## config.mk

```make
export PLATFORM = sky130hd
export DESIGN_NAME = execute_muldiv_unit_flat
export DESIGN_NICKNAME = d
export VERILOG_FILES = /design/src/rtl/execute_muldiv_if.sv /design/src/rtl/execute_muldiv_unit.sv /design/src/flat_wrapper.sv
export SDC_FILE = /design/constraint.sdc
export NUM_CORES = 2
export LEC_CHECK = 0
export ABC_AREA = 1
export BUFFER_PORTS_ARGS = -buffer_cell sky130_fd_sc_hd__buf_2
export CAP_MARGIN = 20
export CELL_PAD_IN_SITES_DETAIL_PLACEMENT = 1
export CELL_PAD_IN_SITES_GLOBAL_PLACEMENT = 1
export CORE_ASPECT_RATIO = 0.75
export CORE_MARGIN = 1
export CORE_UTILIZATION = 53
export CTS_CLUSTER_SIZE = 16
export DETAILED_ROUTE_END_ITERATION = 8
export HOLD_SLACK_MARGIN = 0.03
export PLACE_DENSITY_LB_ADDON = 0.12
export REMOVE_ABC_BUFFERS = 1
export SETUP_SLACK_MARGIN = 0.4
export SLEW_MARGIN = 30
export SYNTH_ARGS = -nofsm -noshare
export SYNTH_HDL_FRONTEND = slang
export SYNTH_SLANG_ARGS = --single-unit
```

## constraint.sdc

```tcl
create_clock -name clk -period 24.4 [get_ports clk]
set_input_delay 4.88 -clock clk [delete_from_list [all_inputs] [get_ports clk]]
set_output_delay 4.88 -clock clk [all_outputs]
set_load 0.005 [all_outputs]
```

## src/rtl/execute_muldiv_if.sv

```systemverilog
// Execute-stage mul/div handshake bundle.
// master: Execute stage (op_valid, op, src_a, src_b, flush); slave: mul/div unit
// (busy, done, hi, lo). Clock and reset are plain ports on the unit itself.
interface execute_muldiv_if #(
  parameter int WIDTH = 32
);
  logic             op_valid;
  logic [2:0]       op;
  logic [WIDTH-1:0] src_a;
  logic [WIDTH-1:0] src_b;
  logic             flush;
  logic             busy;
  logic             done;
  logic [WIDTH-1:0] hi;
  logic [WIDTH-1:0] lo;

  modport master (
    output op_valid, op, src_a, src_b, flush,
    input  busy, done, hi, lo
  );

  modport slave (
    input  op_valid, op, src_a, src_b, flush,
    output busy, done, hi, lo
  );
endinterface

```

## src/rtl/execute_muldiv_unit.sv

```systemverilog
// Iterative multiply/divide unit owning the architectural HI/LO registers.
// Ports: clk, rst_n (sync, active-low), bus (slave): op_valid/op/src_a/src_b/flush in,
// busy/done/hi/lo out. MULT/MULTU commit after MUL_CYCLES, DIV/DIVU after 33, MT* at once.
module execute_muldiv_unit #(
  parameter int MUL_CYCLES = 3,
  parameter int WIDTH      = 32
) (
  input  logic        clk,
  input  logic        rst_n,
  execute_muldiv_if.slave bus
);
  localparam int W = WIDTH;

  localparam logic [2:0] OP_MULT  = 3'd0;
  localparam logic [2:0] OP_MULTU = 3'd1;
  localparam logic [2:0] OP_DIV   = 3'd2;
  localparam logic [2:0] OP_DIVU  = 3'd3;
  localparam logic [2:0] OP_MTHI  = 3'd4;
  localparam logic [2:0] OP_MTLO  = 3'd5;

  typedef enum logic [1:0] {S_IDLE, S_MUL, S_DIV, S_FIX} state_t;

  state_t         state, state_n;
  logic [4:0]     cnt;
  logic [2*W-1:0] prod;
  logic [W-1:0]   quo, rem, dvs;
  logic           q_neg, r_neg;
  logic [W-1:0]   hi_q, lo_q;
  logic           busy_q, done_q;

  logic           accept, commit;
  logic           is_signed, a_neg, b_neg;
  logic [W-1:0]   abs_a, abs_b;
  logic [2*W-1:0] ext_a, ext_b, prod_full;
  logic [W:0]     shifted;
  logic [W-1:0]   rem_n, quo_n;

  assign bus.busy = busy_q;
  assign bus.done = done_q;
  assign bus.hi   = hi_q;
  assign bus.lo   = lo_q;

  // Even opcodes (MULT, DIV) are the signed flavours.
  assign is_signed = ~bus.op[0];
  assign a_neg     = is_signed & bus.src_a[W-1];
  assign b_neg     = is_signed & bus.src_b[W-1];
  assign abs_a     = a_neg ? -bus.src_a : bus.src_a;
  assign abs_b     = b_neg ? -bus.src_b : bus.src_b;
  assign ext_a     = {{W{a_neg}}, bus.src_a};
  assign ext_b     = {{W{b_neg}}, bus.src_b};
  // Low 2W bits of the extended product are the exact signed/unsigned product.
  assign prod_full = ext_a * ext_b;

  assign accept = (state == S_IDLE) && bus.op_valid && !bus.flush;

  // Restoring step: shift the next dividend bit into the partial remainder.
  always_comb begin
    shifted = {rem, quo[W-1]};
    rem_n   = shifted[W-1:0];
    quo_n   = {quo[W-2:0], 1'b0};
    if (shifted >= {1'b0, dvs}) begin
      rem_n = W'(shifted - {1'b0, dvs});
      quo_n = {quo[W-2:0], 1'b1};
    end
  end

  always_comb begin
    state_n = state;
    commit  = 1'b0;
    case (state)
      S_IDLE: begin
        if (accept) begin
          case (bus.op)
            OP_MULT, OP_MULTU: state_n = S_MUL;
            OP_DIV, OP_DIVU:   state_n = (bus.src_b == '0) ? S_FIX : S_DIV;
            default:           state_n = S_IDLE;
          endcase
        end
      end
      S_MUL: begin
        if (cnt == 5'd0) begin
          commit  = 1'b1;
          state_n = S_IDLE;
        end
      end
      S_DIV: begin
        if (cnt == 5'd0) state_n = S_FIX;
      end
      S_FIX: begin
        commit  = 1'b1;
        state_n = S_IDLE;
      end
      default: state_n = S_IDLE;
    endcase
    // A flush aborts any in-flight op, including one on its commit edge.
    if (state != S_IDLE && bus.flush) begin
      state_n = S_IDLE;
      commit  = 1'b0;
    end
  end

  always_ff @(posedge clk) begin
    if (!rst_n) begin
      state  <= S_IDLE;
      cnt    <= '0;
      prod   <= '0;
      quo    <= '0;
      rem    <= '0;
      dvs    <= '0;
      q_neg  <= 1'b0;
      r_neg  <= 1'b0;
      hi_q   <= '0;
      lo_q   <= '0;
      busy_q <= 1'b0;
      done_q <= 1'b0;
    end else begin
      state  <= state_n;
      busy_q <= (state_n != S_IDLE);
      done_q <= commit;
      case (state)
        S_IDLE: begin
          if (accept) begin
            case (bus.op)
              OP_MULT, OP_MULTU: begin
                prod <= prod_full;
                cnt  <= 5'(MUL_CYCLES - 1);
              end
              OP_DIV, OP_DIVU: begin
                if (bus.src_b == '0) begin
                  // Divide by zero: all-ones quotient, dividend as remainder.
                  quo   <= '1;
                  rem   <= bus.src_a;
                  q_neg <= 1'b0;
                  r_neg <= 1'b0;
                end else begin
                  quo   <= abs_a;
                  rem   <= '0;
                  dvs   <= abs_b;
                  q_neg <= a_neg ^ b_neg;
                  r_neg <= a_neg;
                  cnt   <= 5'(W - 1);
                end
              end
              OP_MTHI: hi_q <= bus.src_a;
              OP_MTLO: lo_q <= bus.src_a;
              default: ;
            endcase
          end
        end
        S_MUL: cnt <= cnt - 5'd1;
        S_DIV: begin
          rem <= rem_n;
          quo <= quo_n;
          cnt <= cnt - 5'd1;
        end
        default: ;
      endcase
      if (commit) begin
        if (state == S_MUL) begin
          hi_q <= prod[2*W-1:W];
          lo_q <= prod[W-1:0];
        end else begin
          lo_q <= q_neg ? -quo : quo;
          hi_q <= r_neg ? -rem : rem;
        end
      end
    end
  end
endmodule
```

## src/flat_wrapper.sv

```systemverilog
// flat-port wrapper written by rule: the top's interface ports become plain ports
module execute_muldiv_unit_flat 
#(
  parameter int MUL_CYCLES = 3,
  parameter int WIDTH      = 32
)
  (clk, rst_n, bus_op_valid, bus_op, bus_src_a, bus_src_b, bus_flush, bus_busy, bus_done, bus_hi, bus_lo);
  execute_muldiv_if #(.WIDTH(WIDTH)) bus_i ();
  input  logic clk;
  input  logic rst_n;
  input wire logic [$bits(bus_i.op_valid)-1:0] bus_op_valid;
  input wire logic [$bits(bus_i.op)-1:0] bus_op;
  input wire logic [$bits(bus_i.src_a)-1:0] bus_src_a;
  input wire logic [$bits(bus_i.src_b)-1:0] bus_src_b;
  input wire logic [$bits(bus_i.flush)-1:0] bus_flush;
  output wire logic [$bits(bus_i.busy)-1:0] bus_busy;
  output wire logic [$bits(bus_i.done)-1:0] bus_done;
  output wire logic [$bits(bus_i.hi)-1:0] bus_hi;
  output wire logic [$bits(bus_i.lo)-1:0] bus_lo;
  assign bus_i.op_valid = bus_op_valid;
  assign bus_i.op = bus_op;
  assign bus_i.src_a = bus_src_a;
  assign bus_i.src_b = bus_src_b;
  assign bus_i.flush = bus_flush;
  assign bus_busy = bus_i.busy;
  assign bus_done = bus_i.done;
  assign bus_hi = bus_i.hi;
  assign bus_lo = bus_i.lo;
  execute_muldiv_unit #(.MUL_CYCLES(MUL_CYCLES), .WIDTH(WIDTH)) u_core (.clk(clk), .rst_n(rst_n), .bus(bus_i));
endmodule
```

# Word level (Yosys, flattened, before mapping)

Cells that the tools add are included.

Add/sub/neg operators: 6
Multipliers: 1
Div/mod/pow operators: 0
Magnitude comparators: 1
Eq/ne operators: 12
Shift operators: 0
Multiplexer cells: 40
Bitwise gates (word level): 5
Reduce and logical (&&, ||, !) cells: 26

Operator list:

| cell                                                 | number |
|---|---|
| two-way mux 32 bit                                   | 21 |
| negator 32 bit                                       | 4 |
| one-hot mux 32 bit (2 select lines)                  | 2 |
| multiplier 33 x 33 -> 64 bit                         | 1 |
| greater-or-equal comparator 33 x 32 -> 1 bit         | 1 |
| zero test 32 bit                                     | 1 |
| subtractor 32 bit                                    | 1 |
| one-hot mux 5 bit (2 select lines)                   | 2 |
| nonzero test 2 bit                                   | 8 |
| AND reduction 3 bit                                  | 5 |
| two-way mux 5 bit                                    | 2 |
| two-way mux 2 bit                                    | 4 |
| one-hot mux 2 bit (4 select lines)                   | 1 |
| AND reduction 4 bit                                  | 2 |
| equality test 3 x 2 -> 1 bit (second input constant) | 2 |
| equality test 3 bit (second input constant)          | 2 |
| two-way mux 1 bit                                    | 6 |
| != test 3 bit (second input constant)                | 2 |
| OR reduction 2 bit                                   | 3 |
| zero test 5 bit                                      | 1 |
| subtractor 5 x 1 -> 5 bit (second input constant)    | 1 |
| equality test 2 bit (second input constant)          | 2 |
| one-hot mux 2 bit (2 select lines)                   | 1 |
| equality test 3 x 1 -> 1 bit (second input constant) | 1 |
| other kinds (11)                                     | 15 |

Register bits: 235
Bits in latches: 0
Memory bits (writable): 0
Bits in read-only memories: 0
Input bits: 71
Output and inout bits: 66
Logic and storage cells: 103
Memories: 0

# Depth between registers and ports, before layout

Depth after elaboration: 7
Gate-level depth with buffers: 35

# Worst setup path after synthesis

Ideal clock, no wire load.

Path kind: input -> register
From: in bus_op[0]
To: reg u_core.prod[62]
Library setup time: 0.109 ns
Arrival: 11.957 ns
Required time: 24.291 ns
Setup slack: 12.334 ns
Stages: 28
Cells stage by stage: buf_2 clkbuf_1 clkbuf_1 nor2_1 fa_1 fa_1 fa_1 inv_1 fa_1 inv_1 fa_1 fa_1 inv_1 fa_1 inv_1 fa_1 ha_1 nand2_1 nor2_1 inv_1 nor2_1 inv_1 nor4_1 nand2_1 nand3_1 nand3_1 nand2_1 inv_1

Cells in the longest elaborated chain, start to end: 3

RTL lines:

| item                                                                       | RTL line                   | RTL |
|---|---|---|
| start: declaration                                                         | flat_wrapper.sv:12         | `input wire logic [$bits(bus_i.op)-1:0] bus_op;` |
| inverter 1 bit (tied with other cells)                                     | execute_muldiv_unit.sv:44  | `assign is_signed = ~bus.op[0];` |
| AND 1 bit (tied with other cells)                                          | execute_muldiv_unit.sv:45  | `assign a_neg = is_signed & bus.src_a[W-1];` |
| multiplier 33 x 33 -> 64 bit / AND reduction 3 bit (equally long branches) | -                          |  |
| end signal: assignment                                                     | execute_muldiv_unit.sv:125 | `prod <= prod_full;` |
| end: declaration                                                           | execute_muldiv_unit.sv:25  | `logic [2*W-1:0] prod;` |

Several ways; a longest one is shown, not always the timed one.
A chain may end at the register's enable or synchronous reset.

# Worst setup path in the final report

From: in bus_src_b[0]
To: reg u_core.prod[50]

Cells in the longest elaborated chain, start to end: 1

RTL lines:

| item                         | RTL line                  | RTL |
|---|---|---|
| start: declaration           | flat_wrapper.sv:14        | `input wire logic [$bits(bus_i.src_b)-1:0] bus_src_b;` |
| multiplier 33 x 33 -> 64 bit | execute_muldiv_unit.sv:52 | `assign prod_full = ext_a * ext_b;` |

No other way between the ends.

==> run metrics <==
setup TNS 0 ns; Post-DRT Antenna Nets 0; Max-cap violations 0; initial antenna violation count 7; multi-input combinational cell area 42890 um2; clock root cell clkbuf_16; post-synthesis mux area share 0%; largest net degree at the start of global routing 84; Final Skew 0.01639 ns; RSZ-0062 raised after global routing false; mean routed wirelength per cell 25.89 um; drt via density 5.795; crit-path max FO 33; Post-Route WL 236600 um; CP startpoint kind input pin; CTS Hold Buffers Added 0; syn avg cell area 7.222 um2; number of synthesized flops with an enable pin 0; most frequent cells in the layout inv_1 (1972), nand2_1 (1890), fa_1 (1126); ratio of final minimum period to clock period 53.50%; Fmax achieved 76.60 MHz; drt initial violations 5166; Worst-Margin Slew 1.128 ns; first-pass GRT wire length 357900 um; Area Overhead vs Synth 4.496%; Slew HR 24.78%; synth unique cells 51; most frequent CP cell fa_1; simple-gate portion of the synthesized area 20.73%; dpl cells 9088; post-synthesis adder-cell area fraction 45.44%; deepest clock path buffer count 3; Fill cells 13677; CP Class in2reg; YS warnings 0; final setup violation count 0; commonest non-fill, non-tap cell in the layout inv_1; worst path bufs/invs 8; Mapped Area 56600 um2; Crit path largest cell delay 1.15 ns; DRC viols 0; grt ovf 0; sequential area share after synthesis 8.311%; largest family of logic cells by synthesized area adder cells; CTS buffer count 27; synthesized instance count 7838; fin crit period 13.06 ns; Initial Util 53.63%; Post-CTS Setup Inserts 0; Data required, critical path 24.89 ns; Hold Crit Class reg2reg; H-tree lvl count 1; status complete, no violations; endpoint type of the worst setup path flop; HPWL Detailed 189000 um; Crit path max-delay family adder cells; # resized after CTS 0; vias in the first global route 58299; number of synthesized register bits 235; layout cells sized above 1 4.301%; FFs w/ async S/R, synth 0%; most used flip-flop cell after synthesis dfxtp_1; Slew Limit Fails 0; Vias 52954; Layout Cells excl Fill 9138; Top Ports 137; Worst-path clk slew 0.07 ns; CTS tree yes; Die Span X 379.4 um; Hold Vio Cnt, Final 0; GRT Total Usage 44.48%; Cell Rows 103; drt pass-1 iters 6; Clock Latency Late Sink 0.60 ns; Sink Count 235; Worst EP arrival 13.55 ns; core area 105500 um2; die footprint 108100 um2; PortBufs 136; Post-Synth XOR/XNOR Area 1.996%; Compound-Gate Fraction of Synth Area 7.551%; Register Area 4705 um2; GPL Wtd Cong 1.016; CP max stage cell fa_1; Die Ht 285.0 um; fin nets 9151
## metrics by stage
| step | setup WS (ns) | util [%] | instance area (um2) | hold slack, ns |
|---|---|---|---|---|
| finish | 11.34 | 56.04 | 59150 | 0.4707 |
| global route | 11.09 | 56.04 | 59150 | 0.4863 |
| CTS | 11.51 | 56.04 | 59140 | 0.4689 |
| detailed placement | 10.94 | 55.17 | 58230 | 0.4589 |
| global placement | 11.12 | 55.16 | 58220 | 0.4513 |
| floorplan | 12.48 | - | 55040 | 0.4347 |
## synthesized netlist by cell type, types with 28 or more instances
master    count  area (um2)
buf_1        85       319.1
xnor2_1      28       245.2
nand2_1    1891        7098
nand4_1      76       475.5
o211ai_1     31       232.7
nand3_1     275        1376
buf_2        29       145.1
ha_1        254        3178
a21oi_1     359        1797
nor2_1      574        2155
o21ai_0     329        1647
dfxtp_1     235        4705
clkbuf_1    274        1028
nor3_1       41       205.2
inv_1      1975        7413
fa_1       1126       22540
xor2_1      101       884.6
## flip-flops by register name, indices dropped and copies added (netlist names)
register,cells
u_core.rem,32
u_core.bus.lo,32
u_core.cnt,5
u_core.state,2
u_core.bus.hi,32
u_core.quo,32
u_core.bus.done,1
u_core.r_neg,1
u_core.bus.busy,1
u_core.q_neg,1
u_core.prod,64
u_core.dvs,32
## logic make-up (layout without fill, tap and decap cells)
| group | after synthesis | in the layout |
|---|---|---|
| flip-flops | 235 | 235 |
| other | 0 | 1 |
| buffers and inverters | 2388 | 2270 |
| AND/OR/NAND/NOR | 2907 | 2907 |
| XOR/XNOR | 129 | 129 |
| AO/OA/AOI/OAI | 799 | 799 |
| adder cells (fa/ha/maj) | 1380 | 1380 |
## layout make-up
cell class,instances,area share (%)
inverters,1993,12.66
clock inverters,15,0.2602
flip-flops and latches,235,7.954
diodes,1,0.004231
repair buffers,228,2.333
clock buffers,34,1.288
well taps,1417,2.997
multi-input cells,5215,72.51
## routing by layer
layer | routed length, um | vias up | track usage, %
li1 | - | 22614 | -
met1 | 94660 | 26684 | 59.98
met2 | 102700 | 2933 | 67.03
met3 | 25710 | 719 | 10.98
met4 | 13440 | 4 | 21.56
met5 | 34 | - | 0
## final timing paths
kind	from	end	slack (ns)	depth (start not counted)
setup / recovery	bus_src_b[0]	u_core.prod[50]	11.34	27
hold / removal	u_core.dvs[19]	u_core.dvs[19]	0.47	2
setup reg to reg	u_core.state[0]	u_core.rem[8]	19.90	12
hold reg to reg	u_core.dvs[19]	u_core.dvs[19]	0.47	2
## worst register-to-register path: stages (launching register included)
cell	delay [ns]
dfxtp_1	0.35
inv_1	0.22
ha_1	0.40
nand3_1	0.35
nor2_1	0.92
a21oi_4	0.01
buf_4	0.38
inv_2	0.12
buf_4	0.47
nand2_2	0.61
a21oi_2	0.38
nand2_1	0.11
a21oi_2	0.12
Power is left out: the tool's default activity adds up to more than one toggle a clock period on the data nets, which glitch-free logic cannot reach.
